<file path="src/rtl/pipeline_pkg.sv">
// Shared types and constants for the pipeline hazard controller.
package pipeline_pkg;

    typedef enum logic [0:0] {
        MduIdle,
        MduBusy
    } mdu_state_e;

    localparam logic [1:0] FWD_RF = 2'b00;
    localparam logic [1:0] FWD_W  = 2'b01;
    localparam logic [1:0] FWD_M  = 2'b10;

endpackage

</file>
<file path="src/rtl/pipeline_hazard_ctrl_if.sv">
// Pipeline-to-hazard-unit signal bundle; master is the datapath, slave is the controller.
interface pipeline_hazard_ctrl_if #(
    parameter int unsigned REG_W = 5
);
    logic [REG_W-1:0] rs_d;
    logic [REG_W-1:0] rt_d;
    logic [REG_W-1:0] rs_e;
    logic [REG_W-1:0] rt_e;
    logic [REG_W-1:0] wreg_e;
    logic [REG_W-1:0] wreg_m;
    logic [REG_W-1:0] wreg_w;
    logic             regwrite_e;
    logic             regwrite_m;
    logic             regwrite_w;
    logic             memtoreg_e;
    logic             memtoreg_m;
    logic             branch_d;
    logic             pcsrc_d;
    logic             mdu_use_d;
    logic             mdu_start_e;

    logic             stall_f;
    logic             stall_d;
    logic             flush_d;
    logic             flush_e;
    logic             fwd_a_d;
    logic             fwd_b_d;
    logic [1:0]       fwd_a_e;
    logic [1:0]       fwd_b_e;
    logic             mdu_busy;

    modport master (
        output rs_d, rt_d, rs_e, rt_e, wreg_e, wreg_m, wreg_w,
        output regwrite_e, regwrite_m, regwrite_w, memtoreg_e, memtoreg_m,
        output branch_d, pcsrc_d, mdu_use_d, mdu_start_e,
        input  stall_f, stall_d, flush_d, flush_e,
        input  fwd_a_d, fwd_b_d, fwd_a_e, fwd_b_e, mdu_busy
    );

    modport slave (
        input  rs_d, rt_d, rs_e, rt_e, wreg_e, wreg_m, wreg_w,
        input  regwrite_e, regwrite_m, regwrite_w, memtoreg_e, memtoreg_m,
        input  branch_d, pcsrc_d, mdu_use_d, mdu_start_e,
        output stall_f, stall_d, flush_d, flush_e,
        output fwd_a_d, fwd_b_d, fwd_a_e, fwd_b_e, mdu_busy
    );

endinterface

</file>
<file path="src/rtl/mdu_tracker.sv">
// Tracks an in-flight multiply/divide so dependent D-stage instructions can be held.
module mdu_tracker
    import pipeline_pkg::*;
#(
    parameter int unsigned MDU_LAT = 4
) (
    input  logic clk,
    input  logic reset,
    input  logic mdu_start_e,
    output logic mdu_busy
);

    localparam bit         MultiCycle = (MDU_LAT > 1);
    localparam logic [3:0] LoadVal    = MultiCycle ? 4'(MDU_LAT - 2) : 4'd0;

    mdu_state_e state_q, state_d;
    logic [3:0] cnt_q, cnt_d;

    always_ff @(posedge clk or negedge reset) begin
        if (!reset) begin
            state_q <= MduIdle;
            cnt_q   <= 4'd0;
        end else begin
            state_q <= state_d;
            cnt_q   <= cnt_d;
        end
    end

    // Start cycle already counts as busy, hence the load of MDU_LAT-2.
    always_comb begin
        state_d  = state_q;
        cnt_d    = cnt_q;
        mdu_busy = 1'b0;
        unique case (state_q)
            MduIdle: begin
                if (mdu_start_e && MultiCycle) begin
                    state_d  = MduBusy;
                    cnt_d    = LoadVal;
                    mdu_busy = 1'b1;
                end
            end
            MduBusy: begin
                mdu_busy = 1'b1;
                if (cnt_q == 4'd0) begin
                    state_d = MduIdle;
                end else begin
                    cnt_d = cnt_q - 4'd1;
                end
            end
            default: state_d = MduIdle;
        endcase
    end

endmodule

</file>
<file path="src/rtl/pipeline_hazard_ctrl.sv">
// Forwarding, stall and flush control for a 5-stage pipeline with a multi-cycle MDU.
// Optional stall-cycle performance counter enabled by HAZARD_PERF_CNT_EN.
module pipeline_hazard_ctrl
    import pipeline_pkg::*;
#(
    parameter int unsigned REG_W   = 5,
    parameter int unsigned MDU_LAT = 4,
    parameter int unsigned CNT_W   = 16
) (
    input  logic                   clk,
    input  logic                   reset,
`ifdef HAZARD_PERF_CNT_EN
    output logic [CNT_W-1:0]       perf_stall_cnt,
`endif
    pipeline_hazard_ctrl_if.slave  hz
);

    localparam logic [REG_W-1:0] Zero = REG_W'(0);

    logic lwstall, brstall, mdustall, stall;
    logic mdu_busy;

    function automatic logic [1:0] fwd_sel(input logic [REG_W-1:0] src,
                                           input logic rw_m, input logic [REG_W-1:0] wm,
                                           input logic rw_w, input logic [REG_W-1:0] ww);
        if (src != Zero && rw_m && wm == src) begin
            return FWD_M;
        end else if (src != Zero && rw_w && ww == src) begin
            return FWD_W;
        end
        return FWD_RF;
    endfunction

    assign hz.fwd_a_e = fwd_sel(hz.rs_e, hz.regwrite_m, hz.wreg_m, hz.regwrite_w, hz.wreg_w);
    assign hz.fwd_b_e = fwd_sel(hz.rt_e, hz.regwrite_m, hz.wreg_m, hz.regwrite_w, hz.wreg_w);

    assign hz.fwd_a_d = (hz.rs_d != Zero) && hz.regwrite_m && (hz.wreg_m == hz.rs_d);
    assign hz.fwd_b_d = (hz.rt_d != Zero) && hz.regwrite_m && (hz.wreg_m == hz.rt_d);

    always_comb begin
        lwstall = hz.memtoreg_e && (hz.wreg_e != Zero) &&
                  ((hz.wreg_e == hz.rs_d) || (hz.wreg_e == hz.rt_d));
        brstall = hz.branch_d &&
                  ((hz.regwrite_e && (hz.wreg_e != Zero) &&
                    ((hz.wreg_e == hz.rs_d) || (hz.wreg_e == hz.rt_d))) ||
                   (hz.memtoreg_m && (hz.wreg_m != Zero) &&
                    ((hz.wreg_m == hz.rs_d) || (hz.wreg_m == hz.rt_d))));
        mdustall = hz.mdu_use_d && mdu_busy;
        stall    = lwstall || brstall || mdustall;
    end

    assign hz.stall_f  = stall;
    assign hz.stall_d  = stall;
    assign hz.flush_e  = stall;
    // A stalled branch must not squash the instruction it is waiting on.
    assign hz.flush_d  = hz.pcsrc_d && !stall;
    assign hz.mdu_busy = mdu_busy;

    mdu_tracker #(
        .MDU_LAT (MDU_LAT)
    ) u_mdu_tracker (
        .clk         (clk),
        .reset       (reset),
        .mdu_start_e (hz.mdu_start_e),
        .mdu_busy    (mdu_busy)
    );

`ifdef HAZARD_PERF_CNT_EN
    logic [CNT_W-1:0] perf_q;

    always_ff @(posedge clk or negedge reset) begin
        if (!reset) begin
            perf_q <= '0;
        end else if (stall && (perf_q != {CNT_W{1'b1}})) begin
            perf_q <= perf_q + CNT_W'(1);
        end
    end

    assign perf_stall_cnt = perf_q;
`else
    if (CNT_W == 0) begin : g_no_cnt
    end
`endif

endmodule

</file>
<file path="src/flat_wrapper.sv">
// flat-port wrapper written by rule: the top's interface ports become plain ports
module pipeline_hazard_ctrl_flat import pipeline_pkg::*;
#(
    parameter int unsigned REG_W   = 5,
    parameter int unsigned MDU_LAT = 4,
    parameter int unsigned CNT_W   = 16
)
  (clk, reset, hz_rs_d, hz_rt_d, hz_rs_e, hz_rt_e, hz_wreg_e, hz_wreg_m, hz_wreg_w, hz_regwrite_e, hz_regwrite_m, hz_regwrite_w, hz_memtoreg_e, hz_memtoreg_m, hz_branch_d, hz_pcsrc_d, hz_mdu_use_d, hz_mdu_start_e, hz_stall_f, hz_stall_d, hz_flush_d, hz_flush_e, hz_fwd_a_d, hz_fwd_b_d, hz_fwd_a_e, hz_fwd_b_e, hz_mdu_busy);
  pipeline_hazard_ctrl_if #(.REG_W(REG_W)) hz_i ();
  input  logic clk;
  input  logic reset;
  input wire logic [$bits(hz_i.rs_d)-1:0] hz_rs_d;
  input wire logic [$bits(hz_i.rt_d)-1:0] hz_rt_d;
  input wire logic [$bits(hz_i.rs_e)-1:0] hz_rs_e;
  input wire logic [$bits(hz_i.rt_e)-1:0] hz_rt_e;
  input wire logic [$bits(hz_i.wreg_e)-1:0] hz_wreg_e;
  input wire logic [$bits(hz_i.wreg_m)-1:0] hz_wreg_m;
  input wire logic [$bits(hz_i.wreg_w)-1:0] hz_wreg_w;
  input wire logic [$bits(hz_i.regwrite_e)-1:0] hz_regwrite_e;
  input wire logic [$bits(hz_i.regwrite_m)-1:0] hz_regwrite_m;
  input wire logic [$bits(hz_i.regwrite_w)-1:0] hz_regwrite_w;
  input wire logic [$bits(hz_i.memtoreg_e)-1:0] hz_memtoreg_e;
  input wire logic [$bits(hz_i.memtoreg_m)-1:0] hz_memtoreg_m;
  input wire logic [$bits(hz_i.branch_d)-1:0] hz_branch_d;
  input wire logic [$bits(hz_i.pcsrc_d)-1:0] hz_pcsrc_d;
  input wire logic [$bits(hz_i.mdu_use_d)-1:0] hz_mdu_use_d;
  input wire logic [$bits(hz_i.mdu_start_e)-1:0] hz_mdu_start_e;
  output wire logic [$bits(hz_i.stall_f)-1:0] hz_stall_f;
  output wire logic [$bits(hz_i.stall_d)-1:0] hz_stall_d;
  output wire logic [$bits(hz_i.flush_d)-1:0] hz_flush_d;
  output wire logic [$bits(hz_i.flush_e)-1:0] hz_flush_e;
  output wire logic [$bits(hz_i.fwd_a_d)-1:0] hz_fwd_a_d;
  output wire logic [$bits(hz_i.fwd_b_d)-1:0] hz_fwd_b_d;
  output wire logic [$bits(hz_i.fwd_a_e)-1:0] hz_fwd_a_e;
  output wire logic [$bits(hz_i.fwd_b_e)-1:0] hz_fwd_b_e;
  output wire logic [$bits(hz_i.mdu_busy)-1:0] hz_mdu_busy;
  assign hz_i.rs_d = hz_rs_d;
  assign hz_i.rt_d = hz_rt_d;
  assign hz_i.rs_e = hz_rs_e;
  assign hz_i.rt_e = hz_rt_e;
  assign hz_i.wreg_e = hz_wreg_e;
  assign hz_i.wreg_m = hz_wreg_m;
  assign hz_i.wreg_w = hz_wreg_w;
  assign hz_i.regwrite_e = hz_regwrite_e;
  assign hz_i.regwrite_m = hz_regwrite_m;
  assign hz_i.regwrite_w = hz_regwrite_w;
  assign hz_i.memtoreg_e = hz_memtoreg_e;
  assign hz_i.memtoreg_m = hz_memtoreg_m;
  assign hz_i.branch_d = hz_branch_d;
  assign hz_i.pcsrc_d = hz_pcsrc_d;
  assign hz_i.mdu_use_d = hz_mdu_use_d;
  assign hz_i.mdu_start_e = hz_mdu_start_e;
  assign hz_stall_f = hz_i.stall_f;
  assign hz_stall_d = hz_i.stall_d;
  assign hz_flush_d = hz_i.flush_d;
  assign hz_flush_e = hz_i.flush_e;
  assign hz_fwd_a_d = hz_i.fwd_a_d;
  assign hz_fwd_b_d = hz_i.fwd_b_d;
  assign hz_fwd_a_e = hz_i.fwd_a_e;
  assign hz_fwd_b_e = hz_i.fwd_b_e;
  assign hz_mdu_busy = hz_i.mdu_busy;
  pipeline_hazard_ctrl #(.REG_W(REG_W), .MDU_LAT(MDU_LAT), .CNT_W(CNT_W)) u_core (.clk(clk), .reset(reset), .hz(hz_i));
endmodule
</file>
<file path="config.mk">
export PLATFORM = sky130hd
export DESIGN_NAME = pipeline_hazard_ctrl_flat
export DESIGN_NICKNAME = d
export VERILOG_FILES = /design/src/rtl/pipeline_pkg.sv /design/src/rtl/pipeline_hazard_ctrl_if.sv /design/src/rtl/mdu_tracker.sv /design/src/rtl/pipeline_hazard_ctrl.sv /design/src/flat_wrapper.sv
export SDC_FILE = /design/constraint.sdc
export NUM_CORES = 1
export LEC_CHECK = 0
export BUFFER_PORTS_ARGS = -buffer_cell sky130_fd_sc_hd__buf_2
export CELL_PAD_IN_SITES_DETAIL_PLACEMENT = 2
export CELL_PAD_IN_SITES_GLOBAL_PLACEMENT = 2
export CORE_UTILIZATION = 21
export DETAILED_ROUTE_END_ITERATION = 6
export PLACE_DENSITY = 0.74
export SLEW_MARGIN = 20
export SYNTH_ARGS = -nofsm -noshare
export SYNTH_HDL_FRONTEND = slang
export SYNTH_SLANG_ARGS = --single-unit
</file>
<file path="constraint.sdc">
create_clock -name clk -period 2.4 [get_ports clk]
set_clock_uncertainty 0.05 [all_clocks]
set_input_delay 0.48 -clock clk [delete_from_list [all_inputs] [get_ports clk]]
set_output_delay 0.48 -clock clk [all_outputs]
set_load 0.005 [all_outputs]
</file>
Word-level counts from Yosys, hierarchy flattened

Cells that the tools add are included.

Output and inout port bits: 11
Logic and storage cells: 66
Register bits: 5

Add/subtract/negate cells: 1
Muxes and demuxes: 17
Eq/ne operators: 10
Bitwise logic cells: 1
Reductions and logical operators: 35

Operators with widths:

| kind                                              | number |
|---|---|
| equality test 5 bit                               | 8 |
| nonzero test 5 bit                                | 6 |
| logical AND 1 bit                                 | 21 |
| two-way mux 2 bit                                 | 6 |
| two-way mux 4 bit                                 | 2 |
| case mux 4 bit (2 select lines)                   | 1 |
| two-way mux 1 bit                                 | 6 |
| logical OR 1 bit                                  | 5 |
| logical NOT 4 bit                                 | 1 |
| != test 2 bit (second input constant)             | 2 |
| case mux 1 bit (2 select lines)                   | 2 |
| subtractor 4 x 1 -> 4 bit (second input constant) | 1 |
| AND reduction 2 bit                               | 1 |
| logical NOT 1 bit                                 | 1 |
| NOT 1 bit                                         | 1 |

Longest topological paths before layout

Word-level depth: 9
Gate-level depth with buffers: 7

Cells and area by module

From an unflattened synthesis, not the netlist that was laid out.

Cells, all modules: 113
Area total of the unflattened synthesis: 897.1 sq um

By module, submodules not included:

| module               | cells an instance | area each (sq um) | times used |
|---|---|---|---|
| pipeline_hazard_ctrl | 87                | 638.1             | 1 |
| mdu_tracker          | 26                | 259.0             | 1 |

Least setup slack after synthesis

OpenSTA, ideal clock, no wires.

Kind: input-to-output
Start point: input hz_wreg_m[1]
End point: output hz_stall_d
Cell stages on the path: 6
Required time: 1.870 ns
Slack: 0.251 ns
Arrival: 1.619 ns
Path through: buf_6 -> or4_4 -> o211ai_2 -> a21o_1 -> nand3_1 -> buf_4

Longest elaborated chain between the ends: 7
Elaborated cells between the ends (all ways): 10
Those cells by class: eq/ne: 2; reduce/logical: 8

Ends and longest elaborated chain:

| what                                                             | line                                                   | text |
|---|---|---|
| from (decl)                                                      | flat_wrapper.sv:17                                     | `input wire logic [$bits(hz_i.wreg_m)-1:0] hz_wreg_m;` |
| equality test 5 bit / nonzero test 5 bit (equally long branches) | pipeline_hazard_ctrl.sv:47, pipeline_hazard_ctrl.sv:46 |  |
| logical OR 1 bit / logical AND 1 bit (equally long branches)     | pipeline_hazard_ctrl.sv:47, pipeline_hazard_ctrl.sv:46 |  |
| logical AND 1 bit (*)                                            | pipeline_hazard_ctrl.sv:46                             | `(hz.memtoreg_m && (hz.wreg_m != Zero) &&` |
| logical OR 1 bit (*)                                             | pipeline_hazard_ctrl.sv:45                             | `((hz.wreg_e == hz.rs_d) \|\| (hz.wreg_e == hz.rt_d))) \|\|` |
| logical AND 1 bit (*)                                            | pipeline_hazard_ctrl.sv:43                             | `brstall = hz.branch_d &&` |
| logical OR 1 bit (*) (2 in a row)                                | pipeline_hazard_ctrl.sv:49                             | `stall = lwstall \|\| brstall \|\| mdustall;` |
| to (decl)                                                        | flat_wrapper.sv:29                                     | `output wire logic [$bits(hz_i.stall_d)-1:0] hz_stall_d;` |

Every way passes the cells marked *; elsewhere a longest branch is shown, timed or not.

Worst setup path in the final report

Start point: input hz_rt_e[1]
End point: output hz_fwd_b_e[0]

Longest elaborated chain between the ends: 6
Elaborated cells between the ends (all ways): 11
Those cells by class: eq/ne: 2; mux: 4; reduce/logical: 5

Ends and longest elaborated chain:

| what                           | line                                                   | text |
|---|---|---|
| from (decl)                    | flat_wrapper.sv:15                                     | `input wire logic [$bits(hz_i.rt_e)-1:0] hz_rt_e;` |
| nonzero test 5 bit             | pipeline_hazard_ctrl.sv:26, pipeline_hazard_ctrl.sv:28 |  |
| logical AND 1 bit (2 in a row) | pipeline_hazard_ctrl.sv:28                             | `end else if (src != Zero && rw_w && ww == src) begin` |
| two-way mux 1 bit              | pipeline_hazard_ctrl.sv:28                             |  |
| two-way mux 1 bit              | pipeline_hazard_ctrl.sv:26                             | `if (src != Zero && rw_m && wm == src) begin` |
| two-way mux 2 bit (*)          | pipeline_hazard_ctrl.sv:31                             | `return FWD_RF;` |
| to (decl)                      | flat_wrapper.sv:35                                     | `output wire logic [$bits(hz_i.fwd_b_e)-1:0] hz_fwd_b_e;` |

Marks and branches as above.

==> impl_metrics.yaml <==
outcome:
  status: "finished, final reports clean"
timing:
  fin_crit_ps: 2300
  worst_pin_slew_ps: 497
  setup_viol: 0
  rsz0062_at_grt: "no"
  finalSetupTns_ps: 0
  post-route-period-util_pct: 95.6
  hold_violations: 0
  clock.fmax_ghz: 0.436
  slew_headroom_pct: 66.6
  final-max-slew-violation-count: 0
  hold_slack_ps: 12.8
cells_and_area:
  design_area_um2: 1230
  syn_to_final_growth_pct: 38.8
  diodes: 0
  drive_gt1_share_pct: 40.0
  fin_nets: 213
synth:
  async_reset_ff_share_pct: 100
  ys_warn_count: 0
  synth_ff_type: "dfrtp_1"
  ys_ff_latch: 5
  synth_nets: 158
  synth_compound_area_share_pct: 10.2
  synth_simple_gate_area_share_pct: 27.7
  syn-cell-area_um2: 886
  synth_edf_count: 0
  synth.mux.area_fraction_pct: 0
  syn_inst: 111
  syn_avg_cell_area_um2: 7.98
  synth_seq_area_share_pct: 14.1
  synthXorXnorAreaFrac_pct: 39.5
  synth_top_family_by_area: "XOR/XNOR gates"
  synth_cell_types: 34
  synthAdderAreaFrac_pct: 1.41
global_routing:
  antenna_found_initial: 0
  grt_pass1_wl_um: 5600
  grt_overflow_total: 0
  grt_pass1_vias: 1182
  grt_max_degree: 8
  grt_use_total_pct: 16.8
setup_path:
  startpoint: "hz_rt_e[1]"
  path_max_fanout: 3
  cp-end-kind: "output pin"
  required_ps: 1870
  crit_end: "hz_fwd_b_e[0]"
  r2r_end: "u_core.u_mdu_tracker.cnt_q[0]"
  worst_ep_arrival_time_ps: 1770
  r2r_setup_slack_ps: 690
  r2r_start: "u_core.u_mdu_tracker.cnt_q[0]"
  critPathLaunchType: "input port"
  crit_type: "input port to output pin"
  rr_worst_depth: 5
cts:
  cts-htree-levels: 1
  cts_setup_buffers: 0
  clk_pin_slew_ps: 40
  numCtsBuffers: 3
  ctsHoldBuffers: 0
  clockRootBuffer: "clkbuf_8"
  cts_max_path_buffers: 2
  cts_resized: 0
  cts.sinks: 5
  tritoncts: "built"
  clk_latency_ps: 230
power:
  p_leak_nw: 0.547
  peakVddDrop_uv: 316
  p_per_area_nw_per_um2: 556
floorplanning:
  die-area_um2: 4480
  die_width_um: 67.0
  num_io_pins: 57
  rows: 23
  die_y_um: 67.0
  core_area_um2: 4030
  start_util_pct: 22.0
detailed_routing:
  first_pass_iters: 3
  routed_via_density: 4.75
  wl_per_cell_um: 16.1
  ant_nets: 0
  drt-total-wl_um: 3460
  drt_iter0_drc: 10
  drcViolationCount: 0
  vias: 1021
placed_design:
  dp_hpwl_um: 3050
  place_congestion: 0.663
  dpl_cell_area_um2: 1180
  io_buffers: 56
run:
  max_cap_violations: 0
min_path:
  hp-class: "input port to asynchronous set/reset pin"
[logic make-up after synthesis]
logic type	after synthesis
AOI/OAI and AO/OA	14
xor gates and xnor gates	40
adders and majority gates	1
buffers and inverters	10
DFF	5
and+or+nand+nor	41
[worst min-delay path by stage]
| stage | cells past startpoint | start | endpoint | slack [ps] |
|---|---|---|---|---|
| after global placement | 1 | reset | u_core.u_mdu_tracker.cnt_q[1] | 250 |
| after CTS | 1 | reset | u_core.u_mdu_tracker.cnt_q[1] | 10 |
| after global routing | 1 | reset | u_core.u_mdu_tracker.cnt_q[1] | 9 |
| after detailed placement | 1 | reset | u_core.u_mdu_tracker.cnt_q[1] | 250 |
| after floorplan | 0 | reset | u_core.u_mdu_tracker.cnt_q[0] | 130 |
| final | 1 | reset | u_core.u_mdu_tracker.cnt_q[1] | 10 |
[placed cells by master (no fill, tap or decap), types with 2 or more instances in the layout]
cell type,Yosys,layout
buf_2,1,56
xnor2_1,26,26
xor2_1,14,14
nor3_1,6,6
nand2_1,5,5
nor2_1,5,5
dfrtp_1,5,5
or4_1,4,4
nand4_1,4,4
nand3_1,4,4
a21oi_1,4,4
inv_1,3,3
nor4_1,3,3
o21ai_1,3,3
clkbuf_8,0,3
nor2_2,2,2
a21o_1,2,2
[cell usage after synthesis (2+ instances only)]
cell | count | share of area (%)
xnor2_1 | 26 | 26
xor2_1 | 14 | 14
nor3_1 | 6 | 3.4
dfrtp_1 | 5 | 14
nand2_1 | 5 | 2.1
nor2_1 | 5 | 2.1
a21oi_1 | 4 | 2.3
nand3_1 | 4 | 2.3
nand4_1 | 4 | 2.8
or4_1 | 4 | 3.4
inv_1 | 3 | 1.3
nor4_1 | 3 | 2.1
o21ai_1 | 3 | 1.7
a21o_1 | 2 | 1.7
buf_4 | 2 | 1.7
buf_6 | 2 | 2.5
nor2_2 | 2 | 1.4
[metrics by stage]
step / util, % / setup WS [ps] / instances / total power, W
floorplan: - / 251 / 111 / 0.000388
global placement: 29.4 / 124 / 211 / 0.000484
detailed placement: 29.4 / 54.4 / 211 / 0.000520
CTS: 30.5 / 53.3 / 215 / 0.000695
global route: 30.5 / 5.06 / 215 / 0.000747
finish: 30.5 / 105 / 215 / 0.000683
[critical path, stage by stage]
cell and delay [ps]:
buf_2 120, or4_1 540, nor2_2 130, nor4_1 90
nor4_1 250, buf_2 150
[routing by layer]
| metal | share of wire [%] | global-route usage (%) | wire length [um] |
|---|---|---|---|
| met5 | 0 | 0 | 0 |
| met3 | 6.8 | 3.42 | 234 |
| met1 | 38 | 17.7 | 1310 |
| met2 | 55 | 33.2 | 1890 |
| met4 | 0.61 | 3.46 | 21 |
[state kept, by name, indices dropped and copies added, names as in the netlist]
name / cells
u_core.u_mdu_tracker.cnt_q: 4
u_core.u_mdu_tracker.state_q: 1
[cell type report]
class                   instances  area (um^2)
repair buffers                 57          288
inverters                       3         11.3
well taps                      50         62.6
clock buffers                   4         45.0
multi-input cells              96          698
fillers                       524         2800
flip-flops and latches          5          125
[report_power, final]
group / switching (W) / internal, W / total, W / leakage [nW]
combinational: 0.000187 / 0.000165 / 0.000352 / 0.464
clock: 0.0000505 / 0.000115 / 0.000165 / 0.0228
sequential: 0.0000408 / 0.000126 / 0.000166 / 0.0600
total: 0.000278 / 0.000406 / 0.000683 / 0.547
Power figures use the tool's default switching activity.
